==> config.mk <==
export PLATFORM = sky130hd
export DESIGN_NAME = csr_access_ctrl
export DESIGN_NICKNAME = d
export VERILOG_FILES = /design/src/rtl/csr_access_ctrl.sv
export SDC_FILE = /design/constraint.sdc
export NUM_CORES = 1
export LEC_CHECK = 0
export ABC_AREA = 0
export CAP_MARGIN = 20
export CORE_UTILIZATION = 37
export CTS_CLUSTER_SIZE = 16
export DETAILED_ROUTE_END_ITERATION = 8
export PLACE_DENSITY = 0.77
export SLEW_MARGIN = 20
export SYNTH_ARGS = -nofsm -noshare
export SYNTH_HDL_FRONTEND = slang
export SYNTH_SLANG_ARGS = --single-unit
==> constraint.sdc <==
create_clock -name clk -period 1.6 [get_ports clk]
set_input_delay 0.32 -clock clk [delete_from_list [all_inputs] [get_ports clk]]
set_output_delay 0.32 -clock clk [all_outputs]
set_load 0.005 [all_outputs]
==> src/rtl/csr_access_ctrl.sv <==
// Zicsr initiator: sequences read, modify and write of one CSR operation against a
// CSR file with one-cycle registered read data, returning the old value for rd.
//
// state | meaning
// IDLE  | ready for a new operation, no CSR traffic
// READ  | read address presented; CSR file samples it at the closing edge
// WRITE | old value on csr_rdata_i; modified value written, result captured
module csr_access_ctrl #(
    parameter int XLEN   = 32,
    parameter int ADDR_W = 32
) (
    input  logic              clk,
    input  logic              rst,
    input  logic              req_valid_i,
    output logic              req_ready_o,
    input  logic [1:0]        op_i,
    input  logic [11:0]       csr_addr_i,
    input  logic [XLEN-1:0]   src_i,
    input  logic              src_zero_i,
    input  logic              flush_i,
    output logic              done_o,
    output logic [XLEN-1:0]   rd_data_o,
    output logic [ADDR_W-1:0] csr_raddr_o,
    input  logic [XLEN-1:0]   csr_rdata_i,
    output logic              csr_we_o,
    output logic [ADDR_W-1:0] csr_waddr_o,
    output logic [XLEN-1:0]   csr_wdata_o
);

    typedef enum logic [1:0] {
        IDLE  = 2'd0,
        READ  = 2'd1,
        WRITE = 2'd2
    } state_t;

    localparam logic [1:0] OP_RO = 2'b00;
    localparam logic [1:0] OP_RW = 2'b01;
    localparam logic [1:0] OP_RS = 2'b10;
    localparam logic [1:0] OP_RC = 2'b11;

    state_t            state_q, state_d;
    logic [1:0]        op_q;
    logic [11:0]       addr_q;
    logic [XLEN-1:0]   src_q;
    logic              src_zero_q;
    logic              accept;
    logic              finish;

    assign accept = (state_q == IDLE) && req_valid_i && !flush_i;
    assign finish = (state_q == WRITE) && !flush_i;

    always_ff @(posedge clk or negedge rst) begin
        if (!rst) begin
            state_q    <= IDLE;
            op_q       <= '0;
            addr_q     <= '0;
            src_q      <= '0;
            src_zero_q <= 1'b0;
            done_o     <= 1'b0;
            rd_data_o  <= '0;
        end else begin
            state_q <= state_d;
            done_o  <= finish;
            if (accept) begin
                op_q       <= op_i;
                addr_q     <= csr_addr_i;
                src_q      <= src_i;
                src_zero_q <= src_zero_i;
            end
            // A flushed operation leaves the previous result visible
            if (finish) begin
                rd_data_o <= csr_rdata_i;
            end
        end
    end

    always_comb begin
        state_d     = state_q;
        req_ready_o = 1'b0;
        csr_raddr_o = '0;
        csr_we_o    = 1'b0;
        csr_waddr_o = '0;
        csr_wdata_o = '0;
        case (state_q)
            IDLE: begin
                req_ready_o = 1'b1;
                if (accept) begin
                    state_d = READ;
                end
            end
            READ: begin
                csr_raddr_o[11:0] = addr_q;
                state_d           = flush_i ? IDLE : WRITE;
            end
            WRITE: begin
                csr_waddr_o[11:0] = addr_q;
                case (op_q)
                    OP_RW:   csr_wdata_o = src_q;
                    OP_RS:   csr_wdata_o = csr_rdata_i | src_q;
                    OP_RC:   csr_wdata_o = csr_rdata_i & ~src_q;
                    default: csr_wdata_o = csr_rdata_i;
                endcase
                // Set/clear with x0/zimm=0 must not write (side-effect-free read)
                csr_we_o = !flush_i &&
                           ((op_q == OP_RW) ||
                            (((op_q == OP_RS) || (op_q == OP_RC)) && !src_zero_q));
                state_d  = IDLE;
            end
            default: state_d = IDLE;
        endcase
        if (op_q == OP_RO) begin
            csr_we_o = 1'b0;
        end
    end

endmodule

Word level (Yosys, flattened, before mapping)
Cells that the tools add are included.
{"block": "totals", "ff_bits": 82, "latchBits": 0, "ramBits": 0, "mem_bits_ro": 0, "inputBits": 83, "output_inout_bits": 131, "word_cells": 37, "memories": 0}
{"block": "classes", "addsub": 0, "mul": 0, "div_mod_pow": 0, "n_lt_le_gt_ge": 0, "n_eq_ne": 6, "shift": 0, "muxes": 10, "bitwise": 3, "n_reduce_logical": 11}
{"cell": "case mux 32 bit (3 select lines)", "count": 1}
{"cell": "AND 32 bit", "count": 1}
{"cell": "two-way mux 32 bit", "count": 1}
{"cell": "inverter 32 bit", "count": 1}
{"cell": "OR 32 bit", "count": 1}
{"cell": "two-way mux 12 bit", "count": 2}
{"cell": "== test 2 bit, second input constant", "count": 3}
{"cell": "logical AND 1 bit", "count": 5}
{"cell": "== test 2 x 1 -> 1 bit, second input constant", "count": 2}
{"cell": "logical NOT 2 bit", "count": 2}
{"cell": "two-way mux 2 bit", "count": 2}
{"cell": "case mux 2 bit (2 select lines)", "count": 1}
{"cell": "two-way mux 1 bit", "count": 3}
{"cell": "logical NOT 1 bit", "count": 2}
{"cell": "logical OR 1 bit", "count": 2}
{"cell": "!= test 2 bit, second input constant", "count": 1}

Longest topological paths before layout
{"block": "depth", "word_depth": 7, "ltp_mapped": 5, "depth_no_buf": 3}

Worst setup path after synthesis
Ideal clock, no wire load.
{"block": "synth_timing", "path_kind": "register to output", "startpoint": "register state_q[1]", "endpoint": "output csr_wdata_o[13]", "arrival_ns": 1.193, "required_time_ns": 1.280, "slack_ns": 0.087, "path_stages_with_launch": 5, "path_buffers": 2, "cell_sequence": "dfrtp_1 > nor2b_4 > buf_4 > clkbuf_1 > a31o_2"}
{"block": "synth_between", "elab_chain_len": 2}
{"item": "start: declaration", "line_no": "41", "text": "state_t state_q, state_d;"}
{"item": "start signal: assignment", "line_no": "62", "text": "state_q <= state_d;"}
{"item": "== test 2 bit", "line_no": "84", "text": "case (state_q)"}
{"item": "two-way mux 32 bit", "line_no": "84"}
{"item": "end: declaration", "line_no": "27", "text": "output logic [XLEN-1:0] csr_wdata_o"}
No other way between the ends.

Worst setup path after layout
{"block": "layout_timing", "startpoint": "register op_q[0]", "endpoint": "output csr_wdata_o[27]"}
{"block": "layout_between", "elab_chain_len": 3, "elab_cells_between_ends": 5, "cone_classes": "eq/ne (3); mux (2)"}
{"item": "start: declaration", "line_no": "42", "text": "logic [1:0] op_q;"}
{"item": "start signal: assignment", "line_no": "65", "text": "op_q <= op_i;"}
{"item": "== test 2 bit / == test 2 x 1 -> 1 bit (equally long branches)", "line_no": "97", "text": "case (op_q)"}
{"item": "case mux 32 bit (3 select lines) (*)", "line_no": "97"}
{"item": "two-way mux 32 bit (*)", "line_no": "84"}
Every way passes the cells marked *; elsewhere a longest branch is shown, timed or not.

==> flow_summary.yaml <==
run_status:
  outcome: "complete, but fails checks"
  violations: "negative setup slack"
critical_path:
  path_class: "flip-flop to primary output"
  critical_path_required_ps: 1280
  start_kind: "flip-flop"
  arrival_ps: 1760
  cp_max_fo: 6
  crit_top_cell: "buf_6"
  r2r-end: "src_q[6]"
  critPathTopFamily: "buffers and inverters"
  timing.rr.start: "state_q[0]"
  reg2reg_depth: 7
  crit_buf_inv: 3
  crit_chain: "xor2_2 > buf_6 > buf_12 > and3_4 > a31o_4 > buf_6"
  slowest_stage: "dfrtp_1"
  r2r_slack_ps: -250
  critPathCaptureType: "primary output"
  slowest_delay_ps: 410
yosys:
  ys_ff_latch: 82
  synth_top_area_share: 0.469
  ys.flop_type: "dfrtp_1"
  synth.area.top_cells: "dfrtp_1, mux2_2, mux2_4, buf_4, a31o_2"
  yosys.cell_types.count: 24
  synthCells: 360
  syn_avg_cell_area_um2: 12.2
  synth_top_area_cell: "dfrtp_1"
  async_flop_share: 1.00
  yosysSeqAreaShare: 0.469
  synthTopCellsByCount: "dfrtp_1, mux2_2, buf_4"
  yosys_warnings: 0
  synth_edf_count: 0
  syn-cell-area_um2: 4380
  post-synth-top-count-cell: "dfrtp_1"
global_routing:
  grt_util_met1: 0.297
  grt.total_usage: 0.263
  grt.overflow.total: 0
  grt_util_met3: 0.0683
  grt_first_pass_wirelength_um: 24500
  antenna_found_initial: 0
  grt_busiest_layer: "met2"
  grt_max_degree: 49
  grt_pass1_vias: 4349
  gr-usage-met2: 0.464
route:
  drc: 0
  first_pass_iters: 4
  drt_iter0_markers: 166
  viasPerCell: 5.20
  ant_nets: 0
  vias: 3830
  drt_wl_total_um: 16900
  routedWlPerCell_um: 22.9
placed_design:
  dp_hpwl_um: 8530
  gp_congestion: 0.768
  dpl-instance-area_um2: 6270
  dp.cells: 677
  io_buffers: 173
finish:
  design_area_um2: 8050
  syn2layout_area_growth_pct: 83.8
  n_fill_cell: 725
  fin_cells: 737
  drive_gt1_frac: 0.529
  num-nets-final: 672
  diodes: 0
sta:
  clock_skew_ps: 8.56
  rsz0062_at_grt: "true"
  period_minus_slack_ps: 2080
  slew_violations: 0
  period_share: 1.30
  setup_viol: 136
  worst_slack_ps: -476
  fmaxAchievable_mhz: 482
  finalHoldViolCount: 0
  setup_tns_ps: -36020
clocking:
  clock_path_buffers: 2
  cts_tree: "built"
  cts_made_buffers: 9
  clkTransAtPathRegs_ps: 70
  cts.sinks: 82
  cts_max_level: 3
  clk-insertion-delay-late_ps: 340
  clockRootBuffer: "clkbuf_16"
floorplanning:
  row_count: 39
  ioPinCount: 214
  die_h_um: 111
  core_um2: 11500
  die_area_um2: 12300
  initial_core_util: 0.382
  fp.dieW_um: 111
flow_run:
  drv_cap: 0
power_and_ir_drop:
  peakVddDrop_mv: 0.634
  power_density_nw_per_um2: 1030
  leakage_nw: 3.68
min_path:
  hp-class: "input pin to async pin"
-- power breakdown --
group          total (mW)  switching [mW]  internal (mW)
clock                2.39           0.870           1.52
combinational        2.97            1.07           1.90
sequential           2.95           0.400           2.55
total                8.31            2.34           5.97
-- stage by stage --
step	util	setup WS [ps]	hold slack [ps]	total power [mW]
after detailed placement	0.547	-420	187	4.99
after floorplan	-	87.2	24.4	3.80
after CTS	0.686	-472	358	8.10
after global placement	0.547	-428	183	4.89
after global routing	0.702	-532	384	8.63
final	0.702	-476	385	8.31
-- state kept, by name, summed over array words and instances, names as in the netlist --
name / flops
addr_q: 12
rd_data_o: 32
op_q: 2
src_zero_q: 1
done_o: 1
state_q: 2
src_q: 32
-- how the worst max path moves through the flow --
stage,startpoint,endpoint,depth (start not counted)
floorplan,state_q[1],csr_wdata_o[13],4
global placement,flush_i,csr_we_o,4
detailed placement,flush_i,csr_we_o,4
CTS,op_q[1],csr_wdata_o[0],6
global route,state_q[1],csr_wdata_o[2],5
finish,op_q[0],csr_wdata_o[27],6
-- final cells by class --
class                           count  area (um2)  area share
Tap cell                          143         179      0.0222
Timing Repair Buffer              246        2780       0.345
Sequential cell                    82        2050       0.255
Clock inverter                      5         103      0.0127
Clock buffer                       11         233      0.0289
Multi-Input combinational cell    249        2700       0.335
Inverter                            1        6.26    0.000777
-- per-layer routing --
metal  up-vias  part of all wire
met5         -                 0
met4         0             0.029
met3        39             0.061
met2       191              0.52
met1      1937              0.39
li1       1663                 -
-- what timing repair did --
action	CTS	global route
endpoints found under the setup margin	120	137
buffers inserted	25	15
gates cloned	15	0
resized for setup	432	62
hold endpoints to repair	12	0
hold buffers	1	0
pin swaps	22	4
-- cells by family after synthesis --
logic type | after synthesis | synth area share
flip-flops | 82 | 0.469
multiplexers | 78 | 0.225
buffers and inverters | 68 | 0.104
AO/OA/AOI/OAI | 66 | 0.104
AND/OR/NAND/NOR | 64 | 0.0957
XOR/XNOR | 1 | 0.00200
other | 1 | 0.000856
-- cells in the final DEF, fill, tap and decap left out, drive strengths merged --
| cell | netlist | final |
|---|---|---|
| a31o | 32 | 32 |
| and2 | 24 | 24 |
| and2b | 1 | 1 |
| and3 | 32 | 32 |
| buf | 51 | 130 |
| bufbuf | 0 | 1 |
| bufinv | 0 | 3 |
| clkbuf | 16 | 11 |
| clkdlybuf4s50 | 0 | 113 |
| clkinv | 0 | 1 |
| clkinvlp | 0 | 1 |
| conb | 1 | 40 |
| dfrtp | 82 | 82 |
| dlygate4sd3 | 0 | 1 |
| dlymetal6s2s | 0 | 1 |
| inv | 1 | 1 |
| mux2 | 78 | 78 |
| nand2 | 2 | 2 |
| nor2 | 1 | 1 |
| nor2b | 3 | 3 |
| nor4b | 1 | 1 |
| o211a | 1 | 1 |
| o21ai | 33 | 33 |
| xor2 | 1 | 1 |
No activity file was read; power rests on OpenSTA's default activity.
